<file path="src/rtl/reciever_pkg.sv">
`default_nettype none
// ============================================================================
//  Module      : reciever_pkg
//  Description : Shared types and constants for the bit-serial frame receiver.
//                - state_t          : receiver FSM states
//                - c_default_*_chr  : default start/end framing characters
//                - f_max            : elaboration-time helper for sizing
//  Revision    : 1.0  initial release
// ============================================================================
package reciever_pkg;

    typedef enum logic [1:0] {
        HUNT    = 2'd0,
        COLLECT = 2'd1,
        PARITY  = 2'd2,
        TRAIL   = 2'd3
    } state_t;

    // Framing characters shared with the transmit side of the link.
    localparam logic [7:0] c_default_start_chr = 8'hA5;
    localparam logic [7:0] c_default_end_chr   = 8'h5A;

    function automatic int f_max(input int a, input int b);
        return (a > b) ? a : b;
    endfunction

endpackage
`default_nettype wire

</file>
<file path="src/rtl/reciever_out_slot.sv">
`default_nettype none
// ============================================================================
//  Module      : reciever_out_slot
//  Description : One-entry valid/ready holding register for received payloads.
//                A push is accepted when the slot is empty or is being drained
//                in the same cycle; otherwise the pushed payload is dropped and
//                overrun pulses for one cycle.
//  Ports       : clk, reset      clock / synchronous active-high reset
//                push, push_data payload offered by the framer (1 cycle)
//                pkt_ready       downstream accept
//                pkt_data        held payload, stable while valid && !ready
//                pkt_valid       slot occupied
//                overrun         1-cycle pulse: offered payload was dropped
//  Revision    : 1.0  initial release
// ============================================================================
module reciever_out_slot #(
    parameter int DATA_W = 56
) (
    input  logic              clk,
    input  logic              reset,
    input  logic              push,
    input  logic [DATA_W-1:0] push_data,
    input  logic              pkt_ready,
    output logic [DATA_W-1:0] pkt_data,
    output logic              pkt_valid,
    output logic              overrun
);

    logic [DATA_W-1:0] r_data;
    logic              r_valid;
    logic              r_overrun;
    logic              w_room;

    // Room exists if the slot is empty or its content leaves this cycle.
    assign w_room = !r_valid || pkt_ready;

    always_ff @(posedge clk) begin
        if (reset) begin
            r_data    <= '0;
            r_valid   <= 1'b0;
            r_overrun <= 1'b0;
        end else begin
            r_overrun <= 1'b0;
            if (push && w_room) begin
                r_data  <= push_data;
                r_valid <= 1'b1;
            end else if (push) begin
                r_overrun <= 1'b1;
            end else if (r_valid && pkt_ready) begin
                r_valid <= 1'b0;
            end
        end
    end

    assign pkt_data  = r_data;
    assign pkt_valid = r_valid;
    assign overrun   = r_overrun;

endmodule
`default_nettype wire

</file>
<file path="src/rtl/reciever_framer.sv">
`default_nettype none
// ============================================================================
//  Module      : reciever_framer
//  Description : Parametrised bit-serial frame receiver. Hunts for START_CHR,
//                collects PAYLOAD_W bits (LSB first) plus an optional even
//                parity bit, then checks END_CHR. Good payloads go to a
//                one-entry valid/ready slot; framing/parity failures and
//                dropped frames are flagged with 1-cycle pulses.
//  Ports       : clk          sole clock
//                reset        synchronous, active-high
//                read         bit strobe, data_stream valid this cycle
//                clear        synchronous flush back to HUNT (slot kept)
//                data_stream  demodulated bit
//                pkt_data     payload, first-received bit = LSB
//                pkt_valid    slot holds a good payload
//                pkt_ready    downstream accept
//                frame_err    1-cycle pulse: end char mismatch or parity fail
//                overrun      1-cycle pulse: good frame dropped, slot full
//                busy         FSM not in HUNT
//  Revision    : 1.0  initial release
// ============================================================================
module reciever_framer
    import reciever_pkg::*;
#(
    parameter int                PAYLOAD_W = 56,
    parameter int                CHAR_W    = 8,
    parameter logic [CHAR_W-1:0] START_CHR = CHAR_W'(c_default_start_chr),
    parameter logic [CHAR_W-1:0] END_CHR   = CHAR_W'(c_default_end_chr),
    parameter bit                PARITY_EN = 1'b1
) (
    input  logic                 clk,
    input  logic                 reset,
    input  logic                 read,
    input  logic                 clear,
    input  logic                 data_stream,
    output logic [PAYLOAD_W-1:0] pkt_data,
    output logic                 pkt_valid,
    input  logic                 pkt_ready,
    output logic                 frame_err,
    output logic                 overrun,
    output logic                 busy
);

    // One counter serves both the payload and the trailing char, so it is
    // sized for whichever is longer.
    localparam int                c_cnt_w    = $clog2(f_max(PAYLOAD_W, CHAR_W) + 1);
    localparam logic [c_cnt_w-1:0] c_pay_last = c_cnt_w'(PAYLOAD_W - 1);
    localparam logic [c_cnt_w-1:0] c_chr_last = c_cnt_w'(CHAR_W - 1);

    state_t               r_state;
    logic [CHAR_W-1:0]    r_window;
    logic [PAYLOAD_W-1:0] r_shift;
    logic [CHAR_W-1:0]    r_end;
    logic [c_cnt_w-1:0]   r_cnt;
    logic                 r_par;
    logic                 r_bad;
    logic                 r_frame_err;

    logic [CHAR_W-1:0]    w_win_next;
    logic [PAYLOAD_W-1:0] w_shift_next;
    logic [CHAR_W-1:0]    w_end_next;
    logic                 w_last_trail;
    logic                 w_frame_good;
    logic                 w_push;

    // ------------------------------------------------------------------
    // Shift-right next values: the newest bit enters at the MSB, so after
    // N strobes the first-received bit sits at the LSB.
    // ------------------------------------------------------------------
    if (CHAR_W > 1) begin : g_char_wide
        assign w_win_next = {data_stream, r_window[CHAR_W-1:1]};
        assign w_end_next = {data_stream, r_end[CHAR_W-1:1]};
    end else begin : g_char_one
        assign w_win_next = data_stream;
        assign w_end_next = data_stream;
    end

    if (PAYLOAD_W > 1) begin : g_pay_wide
        assign w_shift_next = {data_stream, r_shift[PAYLOAD_W-1:1]};
    end else begin : g_pay_one
        assign w_shift_next = data_stream;
    end

    // The frame verdict is formed combinationally on the final end-char
    // strobe so the slot can capture the payload on that same edge.
    assign w_last_trail = read && !clear && (r_state == TRAIL) && (r_cnt == c_chr_last);
    assign w_frame_good = (w_end_next == END_CHR) && !r_bad;
    assign w_push       = w_last_trail && w_frame_good;

    always_ff @(posedge clk) begin
        if (reset) begin
            r_state     <= HUNT;
            r_window    <= '0;
            r_shift     <= '0;
            r_end       <= '0;
            r_cnt       <= '0;
            r_par       <= 1'b0;
            r_bad       <= 1'b0;
            r_frame_err <= 1'b0;
        end else begin
            r_frame_err <= w_last_trail && !w_frame_good;
            if (clear) begin
                // Abort silently; the bit on this cycle (if any) is dropped.
                r_state  <= HUNT;
                r_window <= '0;
                r_cnt    <= '0;
                r_bad    <= 1'b0;
            end else if (read) begin
                case (r_state)
                    HUNT: begin
                        r_window <= w_win_next;
                        if (w_win_next == START_CHR) begin
                            r_state <= COLLECT;
                            r_cnt   <= '0;
                            r_par   <= 1'b0;
                            r_bad   <= 1'b0;
                        end
                    end
                    COLLECT: begin
                        r_shift <= w_shift_next;
                        r_par   <= r_par ^ data_stream;
                        if (r_cnt == c_pay_last) begin
                            r_cnt   <= '0;
                            r_state <= PARITY_EN ? PARITY : TRAIL;
                        end else begin
                            r_cnt <= r_cnt + 1'b1;
                        end
                    end
                    PARITY: begin
                        // Even parity: payload ones plus this bit must be even.
                        if (r_par ^ data_stream) begin
                            r_bad <= 1'b1;
                        end
                        r_cnt   <= '0;
                        r_state <= TRAIL;
                    end
                    TRAIL: begin
                        r_end <= w_end_next;
                        if (r_cnt == c_chr_last) begin
                            // Fresh hunt: the end char must not seed a new start.
                            r_state  <= HUNT;
                            r_window <= '0;
                            r_cnt    <= '0;
                            r_bad    <= 1'b0;
                        end else begin
                            r_cnt <= r_cnt + 1'b1;
                        end
                    end
                    default: begin
                        r_state <= HUNT;
                    end
                endcase
            end
        end
    end

    reciever_out_slot #(
        .DATA_W (PAYLOAD_W)
    ) u_out_slot (
        .clk       (clk),
        .reset     (reset),
        .push      (w_push),
        .push_data (r_shift),
        .pkt_ready (pkt_ready),
        .pkt_data  (pkt_data),
        .pkt_valid (pkt_valid),
        .overrun   (overrun)
    );

    assign frame_err = r_frame_err;
    assign busy      = (r_state != HUNT);

endmodule
`default_nettype wire

</file>
<file path="config.mk">
export PLATFORM = sky130hd
export DESIGN_NAME = reciever_framer
export DESIGN_NICKNAME = d
export VERILOG_FILES = /design/src/rtl/reciever_pkg.sv /design/src/rtl/reciever_out_slot.sv /design/src/rtl/reciever_framer.sv
export SDC_FILE = /design/constraint.sdc
export NUM_CORES = 1
export LEC_CHECK = 0
export ABC_AREA = 1
export CAP_MARGIN = 20
export CORE_ASPECT_RATIO = 1.2
export CORE_MARGIN = 1
export CORE_UTILIZATION = 35
export DETAILED_ROUTE_END_ITERATION = 6
export DONT_BUFFER_PORTS = 1
export PLACE_DENSITY = 0.57
export SYNTH_ARGS = -nofsm -noshare
export SYNTH_HDL_FRONTEND = slang
export SYNTH_HIERARCHICAL = 1
export SYNTH_SLANG_ARGS = --single-unit
</file>
<file path="constraint.sdc">
create_clock -name clk -period 2.4 [get_ports clk]
set_input_delay 0.48 -clock clk [delete_from_list [all_inputs] [get_ports clk]]
set_output_delay 0.48 -clock clk [all_outputs]
set_load 0.02 [all_outputs]
</file>
# Word level (Yosys, flattened, before mapping)
# Index checks and enable logic that the tools add are counted.
# classes
addsub,1
n_eq_ne,12
n_mux,19
bitwise_logic,2
reduce_logical,29
# op_table
cell,count
6-bit case mux with 4 select lines,1
6-bit two-way mux,3
8-bit case mux with 2 select lines,1
3-bit AND reduction,3
8-bit by 7-bit == test with 1-bit output (second input constant),1
8-bit == test (second input constant),1
1-bit logical AND,8
8-bit two-way mux,1
2-bit inequality test (second input constant),4
2-bit case mux with 4 select lines,1
4-bit AND reduction,2
2-bit nonzero test,4
1-bit two-way mux,7
6-bit by 1-bit adder with 6-bit output (second input constant),1
6-bit by 3-bit == test with 1-bit output (second input constant),1
6-bit == test (second input constant),1
2-bit two-way mux,3
5-bit AND reduction,1
2-bit == test (second input constant),2
1-bit zero test,4
2-bit AND reduction,2
2-bit OR reduction,2
1-bit case mux with 3 select lines,1
3-bit nonzero test,1
7 further kinds,7
# word_totals
ff_bits,141
output_inout_bits,60
elab_cells,74

# Logic depth before layout (Yosys ltp)
# Gate-level depths: netlist (run 1).
# logic_depth
ltp_word,8
depth_mapped,13

# Modules after synthesis
# The synthesis (run 1) kept the hierarchy.
# by_module_without_submodules
module,instances,cells_per_inst,area_per_inst_um2,seq_area_each_um2
reciever_framer,1,447,3325.7,1621.6
reciever_out_slot,1,375,2606.2,1161.1

# Worst setup path after synthesis (run 1)
# OpenSTA, ideal clock, no wires.
# synth_path
path_type,flip-flop to flip-flop
from,register r_state[0]
to,"register u_out_slot.r_data[32], in the netlist u_out_slot/pkt_data[32]"
setup_time_ps,115
t_arrival_ps,1784
t_required_ps,2285
path_slack_ps,501
path_stages_with_launch,14
path_buffers,5
period_less_slack_ps,1899
path_cell_list,dfxtp_1 -> ha_1 -> buf_4 -> inv_1 -> nor2_2 -> buf_4 -> nand3_1 -> nor2_1 -> buf_2 -> buf_6 -> buf_6 -> nand3_1 -> nand2_1 -> nor2_1
# synth_via
elab_chain_cells,5
# synth_lines
element,line_no,rtl
start: declaration,reciever_framer.sv:50,state_t r_state;
start signal: assignment,reciever_framer.sv:124,r_state <= PARITY_EN ? PARITY : TRAIL;
2-bit == test,reciever_framer.sv:86,assign w_last_trail = read && !clear && (r_state == TRAIL) && (r_cnt == c_chr_last);
1-bit logical AND (2 in a row),reciever_framer.sv:86,
1-bit logical AND,reciever_framer.sv:88,assign w_push = w_last_trail && w_frame_good;
net w_push,reciever_framer.sv:64,logic w_push;
1-bit logical AND,reciever_out_slot.sv:44,if (push && w_room) begin
end signal: assignment,reciever_out_slot.sv:45,r_data <= push_data;
end: declaration,reciever_out_slot.sv:29,logic [DATA_W-1:0] r_data;
# The timed path passes the listed nets, and every way through them passes these cells.
# A chain may end at the register's enable or synchronous reset.

# Worst setup path after layout (run 1)
# layout_path
from,register r_state[0]
to,output port busy
# layout_via
elab_chain_cells,1
# layout_lines
element,line_no,rtl
2-bit nonzero test,reciever_framer.sv:171,assign busy = (r_state != HUNT);
end: declaration,reciever_framer.sv:41,output logic busy
# Every way passes these cells.

==> flow_summary.ini, run 1 <==
[layout]
postLayoutCellArea_um2 = 6740
drive_above_1_share_pct = 7.86
post-route-util_pct = 41.1
syn_to_final_growth_pct = 13.5
diodes = 0
final_common_cell = inv_1
instances_no_fill = 1026
final_cell_mix = inv_1, dfxtp_1, a21oi_1
final_nets = 813

[place]
dp_hpwl_um = 7580
preCtsSetupSlack_ns = 0.546
dp.cells = 995
io_buffers = 0
dpl_cell_area_um2 = 6080
gp_congestion = 0.745

[yosys]
ys_ff_latch = 139
yosysTopAreaCellShare_pct = 46.9
synth.distinct_cells = 26
syn_avg_cell_area_um2 = 7.22
synth_area_um2 = 5930
ys_async_sr_fraction_pct = 0
syn_nets = 833
yosys.area.top_type = dfxtp_1
synth_seq_area_share_pct = 46.9
syn-instance-count = 822
synth_edf_count = 0
ys.flop_type = dfxtp_1
yosysWarnings = 6
synth.area.top_cells = dfxtp_1, a21oi_1, inv_1

[status]
status = finished clean

[sta]
drv_slew = 0
finClkSkew_ns = 0.00636
hold_slack_ns = 0.136
max_freq_ghz = 0.534
layout_min_cycle_time_ns = 1.87
finalHoldViolations = 0
worstMarginPinSlew_ns = 0.602
post-route-period-util_pct = 78.0
slew_headroom_pct = 59.9
setup_viol = 0
setup_slack_ns = 0.528
final.setup.tns_ns = 0
rsz0062_at_grt = false

[clock_network]
ctsResizeCount = 0
cts_inserted_buffers = 17
h-tree-depth = 4
cts_buffer_depth = 2
insertion_delay_ns = 0.41
ctsHoldBuffers = 0
tritoncts = built
root_buffer = clkbuf_16
path_clk_slew_ns = 0.06
postCtsSetupBuffers = 0
clock_sinks = 139

[worst_setup_path]
crit_arrival_ns = 1.39
crit_family = flip-flops
timing.rr.end = r_shift[23]
crit_path_frequent_cell = inv_1
crit_required_ns = 1.92
crit_path_max_incr_delay_ns = 0.38
critPathLaunchType = flip-flop
reg2reg_depth = 6
path_class = reg2out
crit_cells = 3
startpoint = r_state[0]
critPathCapture = busy
rrSetupSlack_ns = 0.58
r2r-start = r_state[1]
slowest_stage = dfxtp_1
path_max_fanout = 5
path_cells = inv_1 -> ha_1 -> inv_1
worstSetupEndpointType = primary output
worst-path-buf-inv = 2

[power]
p_per_area_nw_per_um2 = 787
vdd_drop_max_v = 0.000444
clockPowerShare_pct = 54.2
power_frac_seq_pct = 43.7
power.switching_mw = 1.03
total_power_mw = 5.30
switching_share_pct = 19.4
p_int_mw = 4.27
leakage_nw = 2.47
p_comb_share_pct = 2.2

[floorplanning]
ios = 66
initial_core_util_pct = 36.2
dieWidth_um = 121
core-area_um2 = 16400
die_h_um = 145
die_area_um2 = 17500
row_count = 51

[hold_path]
worstHoldPathType = in2reg

[route]
vias_per_cell = 4.60
dr_total_vias = 4717
drtPass1Iterations = 4
wl_per_cell_um = 11.4
drt-total-wl_um = 11700
drc = 0
drt_first_iter_violations = 234
ant_nets = 0

[global_routing]
antenna_found_initial = 0
grt_max_degree = 52
grt_pass1_vias = 4203
gr-total-overflow = 0
grt_use_total_pct = 14.2
grt_pass1_wl_um = 19700

[flow_run]
drv_cap = 0
worst min path at each step:
stage / slack, ns / end / from / cells after the start
after detailed placement: 0.44 / r_shift[0] / r_shift[0] / 2
after CTS: 0.11 / u_out_slot/pkt_valid / reset / 1
after global placement: 0.44 / r_shift[0] / r_shift[0] / 2
after global routing: 0.11 / u_out_slot/overrun / reset / 1
after floorplan: 0.42 / r_shift[0] / r_shift[0] / 2
final: 0.14 / u_out_slot/overrun / reset / 1
worst reg2reg max path, stage by stage (launching register included):
cell     delay, ns
dfxtp_1       0.34
inv_1         0.08
ha_1          0.25
nand3_4       0.38
buf_4         0.41
o21ai_0       0.19
a21oi_1       0.06
cells in the mapped netlist (2+ instances only):
cell type / count
a21oi_1: 127
nor3_1: 2
clkbuf_1: 11
inv_2: 4
nand2_1: 90
nor2_2: 2
inv_1: 146
buf_6: 6
nand3_1: 67
nor2_1: 98
nand2_2: 5
dfxtp_1: 139
buf_2: 20
ha_1: 5
nand4_1: 2
buf_4: 15
nand2_4: 2
o21ai_0: 73
power groups by stage:
stage / clock network (mW) / logic [mW] / registers [mW]
final: 2.87 / 0.115 / 2.31
after global routing: 3.07 / 0.134 / 2.31
after CTS: 2.96 / 0.117 / 2.31
after detailed placement: 0 / 0.116 / 2.36
after global placement: 0 / 0.116 / 2.36
after floorplan: 0 / 0.0938 / 2.36
sequential cells by signal, summed over array words and instances (netlist names):
| name | flops |
|---|---|
| u_out_slot/pkt_valid | 1 |
| r_window | 7 |
| r_cnt | 6 |
| frame_err | 1 |
| r_shift | 56 |
| u_out_slot/pkt_data | 56 |
| r_end | 7 |
| r_par | 1 |
| r_bad | 1 |
| u_out_slot/overrun | 1 |
| r_state | 2 |
logic make-up (layout without fill, tap and decap cells):
kind of cell	Yosys count	after routing	synth area share (%)
adder cells (fa/ha/maj)	5	5	1.05
AND/OR/NAND/NOR	271	271	19.5
buffers and inverters	204	196	15.1
flip-flops	139	139	46.9
AO/OA/AOI/OAI	203	203	17.4
routing by layer:
metal	track usage (%)	wire, um
met3	4.65	509
met1	16.9	5570
met4	6.63	206
met5	0	0
met2	23.2	5450
area by class of cell:
class / count / area, um^2
well taps: 212 / 265
repair buffers: 14 / 180
clock buffers: 21 / 470
inverters: 151 / 572
flip-flops and latches: 139 / 2780
multi-input cells: 479 / 2280
clock inverters: 10 / 188
fillers: 1714 / 9660
Note: power is estimated with default switching activity, not from simulation.
==> run 2, diff against run 1 <==
--- a/config.mk
+++ b/config.mk
@@ -12,7 +12,7 @@
 export CORE_UTILIZATION = 35
 export DETAILED_ROUTE_END_ITERATION = 6
 export DONT_BUFFER_PORTS = 1
-export PLACE_DENSITY = 0.57
+export PLACE_DENSITY = 0.59
 export SYNTH_ARGS = -nofsm -noshare
 export SYNTH_HDL_FRONTEND = slang
 export SYNTH_HIERARCHICAL = 1
==> constraint.sdc (replaced) <==
create_clock -name clk -period 1.6 [get_ports clk]
set_input_delay 0.32 -clock clk [delete_from_list [all_inputs] [get_ports clk]]
set_output_delay 0.32 -clock clk [all_outputs]
set_load 0.02 [all_outputs]
==> run 2 against run 1 <==
Compared with the run above: clock power increased by 38%; cell count increased by 3.2%; core utilization increased by 2.9 points; register-to-register slack got worse by 0.57 ns; clock skew increased by 0.0045 ns; first-iteration DRC count increased by 3.0%; sequential cell count unchanged; final area increased by 7.0%; worst setup slack got worse by 0.52 ns; global-route usage increased by 0.48 points; critical path type is now reg2reg; wire length increased by 5.7%; critical path depth increased by 7.
==> flow_summary.ini, run 2 (same netlist as run 1, synthesis figures left out) <==
[status]
status = finished clean

[route]
dr_total_vias = 4833
drc = 0
drtPass1Iterations = 4
vias_per_cell = 4.56
ant_nets = 0
drt_first_iter_violations = 241
wl_per_cell_um = 11.7
drt-total-wl_um = 12400

[sta]
layout_min_cycle_time_ns = 1.59
setup_viol = 0
finClkSkew_ns = 0.0108
worstMarginPinSlew_ns = 0.380
finalHoldViolations = 0
slew_headroom_pct = 74.6
drv_slew = 0
rsz0062_at_grt = true
max_freq_ghz = 0.627
post-route-period-util_pct = 99.7

[worst_setup_path]
rrSetupSlack_ns = 0.005
r2r-start = r_cnt[0]
critPathLaunchType = flip-flop
crit_required_ns = 1.95
path_max_fanout = 12
crit_arrival_ns = 1.94
timing.rr.end = u_out_slot/pkt_data[41]
worstSetupEndpointType = flip-flop
path_class = reg2reg
reg2reg_depth = 10

[global_routing]
gr-total-overflow = 0
grt_max_degree = 67
grt_pass1_wl_um = 20400
antenna_found_initial = 0
grt_use_total_pct = 14.7
grt_pass1_vias = 4317

[floorplanning]
dieWidth_um = 121
row_count = 51
ios = 66
die_h_um = 145
die_area_um2 = 17500
initial_core_util_pct = 36.2
core-area_um2 = 16400

[layout]
final_nets = 845
diodes = 0
nFillCells = 1639
instances_no_fill = 1059
final_common_cell = inv_1
syn_to_final_growth_pct = 21.5
drive_above_1_share_pct = 13.8
final_cell_mix = inv_1, dfxtp_1, a21oi_1

[clock_network]
path_clk_slew_ns = 0.06
h-tree-depth = 4
tritoncts = built
cts_buffer_depth = 2
root_buffer = clkbuf_16
cts_inserted_buffers = 17
insertion_delay_ns = 0.41
clock_sinks = 139

[hold_path]
worstHoldPathType = in2reg
hold_depth = 2
hold_path_end = r_end[7]
hold_start = data_stream

[power]
total_power_mw = 7.62
leakage_nw = 2.68
vdd_drop_max_v = 0.000667
p_per_area_nw_per_um2 = 1060

[place]
io_buffers = 0
dp.cells = 1016
gp_congestion = 0.776
dp_hpwl_um = 7590

[flow_run]
drv_cap = 0
==> run 2: changes by cell type in the layout (fill, tap and decap cells not counted), sizes merged <==
cell,before,now
dlygate4sd3,0,1
inv,151,150
clkbuf,21,27
clkinv,3,4
bufinv,5,3
buf,14,43
clkinvlp,2,1
==> run 2: timing repair <==
item,4_1_cts,5_1_grt
setup endpoints to repair,51,68
gates resized for setup,24,19
buffers inserted,4,3
gates cloned,1,2
hold buffers,1,0
endpoints found under the hold margin,3,0
pin swaps,2,5
==> run 2: area by class of cell <==
class | instances | area (um^2) | area share (%)
sequential | 139 | 2790 | 38.7
multi-input combinational | 479 | 2390 | 33.2
inverter | 151 | 582 | 8.08
timing repair buffer | 46 | 578 | 8.02
clock buffer | 25 | 485 | 6.74
tap | 212 | 265 | 3.68
clock inverter | 7 | 113 | 1.56
==> run 2: worst max-delay path by stage <==
stage,cells after the start,endpoint,start
5_1_grt,10,u_out_slot/pkt_data[39],r_cnt[0]
6_report,10,u_out_slot/pkt_data[41],r_cnt[0]
3_5_place_dp,9,u_out_slot/pkt_data[41],r_cnt[1]
3_3_place_gp,9,u_out_slot/pkt_data[42],r_cnt[0]
2_1_floorplan,13,u_out_slot/pkt_data[43],r_state[1]
4_1_cts,8,u_out_slot/pkt_data[14],r_end[1]
==> run 2: metal layers <==
layer	track usage, %	part of all wire (%)	vias to the layer above
li1	-	-	2601
met1	17.7	48	2165
met2	24.2	47	56
met3	4.42	2.9	11
met4	6.30	1.3	0
met5	0	0	-
==> run 2: worst max-delay path: stages (launching register included) <==
cell	delay, ns
dfxtp_2	0.35
ha_4	0.15
nand2_4	0.06
nor2_4	0.10
nand3_2	0.11
nor2_4	0.16
buf_4	0.17
buf_12	0.14
buf_4	0.12
a21oi_1	0.06
nor2_1	0.10
==> run 2: metrics by stage <==
step                TNS [ns]  util, %  setup slack, ns  cell area (um^2)  hold WS (ns)
finish                     0     43.9          0.00500              7200        0.0953
detailed placement    -0.296     38.5          -0.0429              6320         0.395
CTS                  -0.0649     43.1          -0.0365              7070        0.0722
global placement      -0.137     38.5          -0.0346              6320         0.395
floorplan              -2.08        -          -0.0728              5970         0.389
global route           -2.54     43.9          -0.0916              7200         0.101
==> run 2: power by group <==
| part | switching [mW] | total, mW | internal (mW) |
|---|---|---|---|
| sequential | 0.00334 | 3.47 | 3.47 |
| combinational | 0.121 | 0.187 | 0.0656 |
| clock | 1.40 | 3.97 | 2.57 |
==> run 3, diff against run 2 <==
--- a/config.mk
+++ b/config.mk
@@ -6,6 +6,7 @@
 export NUM_CORES = 1
 export LEC_CHECK = 0
 export ABC_AREA = 1
+export ABC_CLOCK_PERIOD_IN_PS = 1600
 export CAP_MARGIN = 20
 export CORE_ASPECT_RATIO = 1.2
 export CORE_MARGIN = 1
@@ -13,6 +14,7 @@
 export DETAILED_ROUTE_END_ITERATION = 6
 export DONT_BUFFER_PORTS = 1
 export PLACE_DENSITY = 0.59
+export RECOVER_POWER = 100
 export SYNTH_ARGS = -nofsm -noshare
 export SYNTH_HDL_FRONTEND = slang
 export SYNTH_HIERARCHICAL = 1
==> constraint.sdc (replaced) <==
create_clock -name clk -period 1.6 [get_ports clk]
set_input_delay 0.4 -clock clk [delete_from_list [all_inputs] [get_ports clk]]
set_output_delay 0.4 -clock clk [all_outputs]
set_load 0.02 [all_outputs]
==> run 3 against run 2 <==
Compared with the run above: the run now ends with negative setup slack left; critical endpoint is now busy; die area unchanged; maximum frequency is 2.0% lower; critical path type is now reg2out; core utilization grew 0.41 points; critical path depth is 5 lower; sequential power about the same; register-to-register slack barely moved; final area grew 0.94%; total power rose by 4.8%.
==> flow_summary.ini, run 3 (same netlist as run 1, synthesis figures left out) <==
[status]
status = finished, violations left
violations = negative setup slack

[route]
vias_per_cell = 4.55
drt-total-wl_um = 12500
drc = 0
wl_per_cell_um = 11.8
ant_nets = 0
drt_first_iter_violations = 354
dr_total_vias = 4814
drtPass1Iterations = 4

[worst_setup_path]
path_cells = buf_4 -> inv_4 -> ha_4 -> inv_4 -> buf_6
crit_path_max_incr_delay_ns = 0.33
reg2reg_depth = 12
worst-path-buf-inv = 4
crit_arrival_ns = 1.23
critPathCapture = busy
rrSetupSlack_ns = 0
critPathLaunchType = flip-flop
r2r-start = r_state[1]
slowest_stage = dfxtp_2
crit_cells = 5
crit_family = buffers and inverters
path_class = reg2out
timing.rr.end = u_out_slot/pkt_data[14]
crit_required_ns = 1.20
path_max_fanout = 3
startpoint = r_state[1]
worstSetupEndpointType = primary output
crit_path_frequent_cell = inv_4

[layout]
nFillCells = 1667
post-route-util_pct = 44.3
diodes = 0
final_cell_mix = inv_1, dfxtp_1, a21oi_1
final_common_cell = inv_1
final_nets = 845
drive_above_1_share_pct = 14.3
syn_to_final_growth_pct = 22.6

[power]
p_per_area_nw_per_um2 = 1100
vdd_drop_max_v = 0.000602
leakage_nw = 2.71
total_power_mw = 7.99

[global_routing]
antenna_found_initial = 0
grt_pass1_vias = 4329
grt_use_total_pct = 14.9
grt_max_degree = 65
gr-total-overflow = 0
grt_pass1_wl_um = 20600

[clock_network]
h-tree-depth = 4
tritoncts = built
cts_inserted_buffers = 17
cts_buffer_depth = 2
insertion_delay_ns = 0.41
root_buffer = clkbuf_16
ctsHoldBuffers = 0
path_clk_slew_ns = 0.06
clock_sinks = 139

[floorplanning]
dieWidth_um = 121
core-area_um2 = 16400
die_area_um2 = 17500
row_count = 51
die_h_um = 145
ios = 66
initial_core_util_pct = 36.2

[sta]
finClkSkew_ns = 0.00504
post-route-period-util_pct = 102
finalHoldViolations = 0
drv_slew = 0
rsz0062_at_grt = true
slew_headroom_pct = 74.5
setup_viol = 1
worstMarginPinSlew_ns = 0.381
setup_slack_ns = -0.0275
max_freq_ghz = 0.614
hold_slack_ns = 0.0538
layout_min_cycle_time_ns = 1.63

[place]
dp_hpwl_um = 7770
gp_congestion = 0.752
io_buffers = 0
preCtsSetupSlack_ns = -0.0575

[flow_run]
drv_cap = 0

[hold_path]
worstHoldPathType = in2reg
[run 3: cell types whose count changed in the layout (fill, tap and decap cells not counted), sizes merged]
cell,delta
clkbuf,-1
clkinv,-1
dlygate4sd3,-1
bufinv,+2
buf,+1
clkinvlp,-1
[run 3: cell type report]
class                   count  area, um^2  share of cell area (%)
clock buffers              24         492                    6.76
clock inverters             7         160                    2.20
inverters                 151         579                    7.97
multi-input cells         479        2410                    33.1
flip-flops and latches    139        2790                    38.4
well taps                 212         265                    3.65
repair buffers             46         579                    7.97
[run 3: repair_timing]
item | 4_1_cts | 5_1_grt
setup buffers | 5 | 3
pin swaps | 2 | 22
gates cloned | 1 | 2
gates resized for setup | 20 | 31
endpoints found under the setup margin | 39 | 84
[run 3: metal layers]
| layer | vias to the layer above | part of all wire [%] | global-route usage, % |
|---|---|---|---|
| met3 | 9 | 3.4 | 4.97 |
| li1 | 2604 | - | - |
| met2 | 63 | 48 | 25.0 |
| met4 | 0 | 1.2 | 5.78 |
| met1 | 2138 | 47 | 17.4 |
| met5 | - | 0 | 0 |
[run 3: how the worst min path moves through the flow]
stage | start | end | cells after the start
global route | reset | u_out_slot/pkt_valid | 1
CTS | reset | u_out_slot/pkt_valid | 1
detailed placement | r_shift[0] | r_shift[0] | 2
global placement | r_shift[0] | r_shift[0] | 2
finish | reset | u_out_slot/overrun | 1
floorplan | r_shift[0] | r_shift[0] | 2
[run 3: power by group]
| part | total (mW) | leakage, nW | internal (mW) | switching [mW] |
|---|---|---|---|---|
| combinational | 0.186 | 1.26 | 0.0667 | 0.120 |
| sequential | 3.47 | 1.12 | 3.47 | 0.00328 |
| clock | 4.33 | 0.320 | 2.92 | 1.41 |
[run 3: per-stage QoR]
step	std cells	area (um^2)	TNS (ns)
3_5_place_dp	1016	6300	-0.443
4_1_cts	1053	7090	-0.630
6_report	1058	7270	-0.0275
3_3_place_gp	1016	6300	-0.166
2_1_floorplan	822	5970	-2.08
5_1_grt	1058	7270	-3.84
[run 3: worst reg2reg max path, delay by kind of cell (launching register included)]
kind	cells	cell delay [ns]
buffers and inverters	5	0.54
AND/OR/NAND/NOR	6	0.48
flip-flops	1	0.33
adder cells (fa/ha/maj)	1	0.14
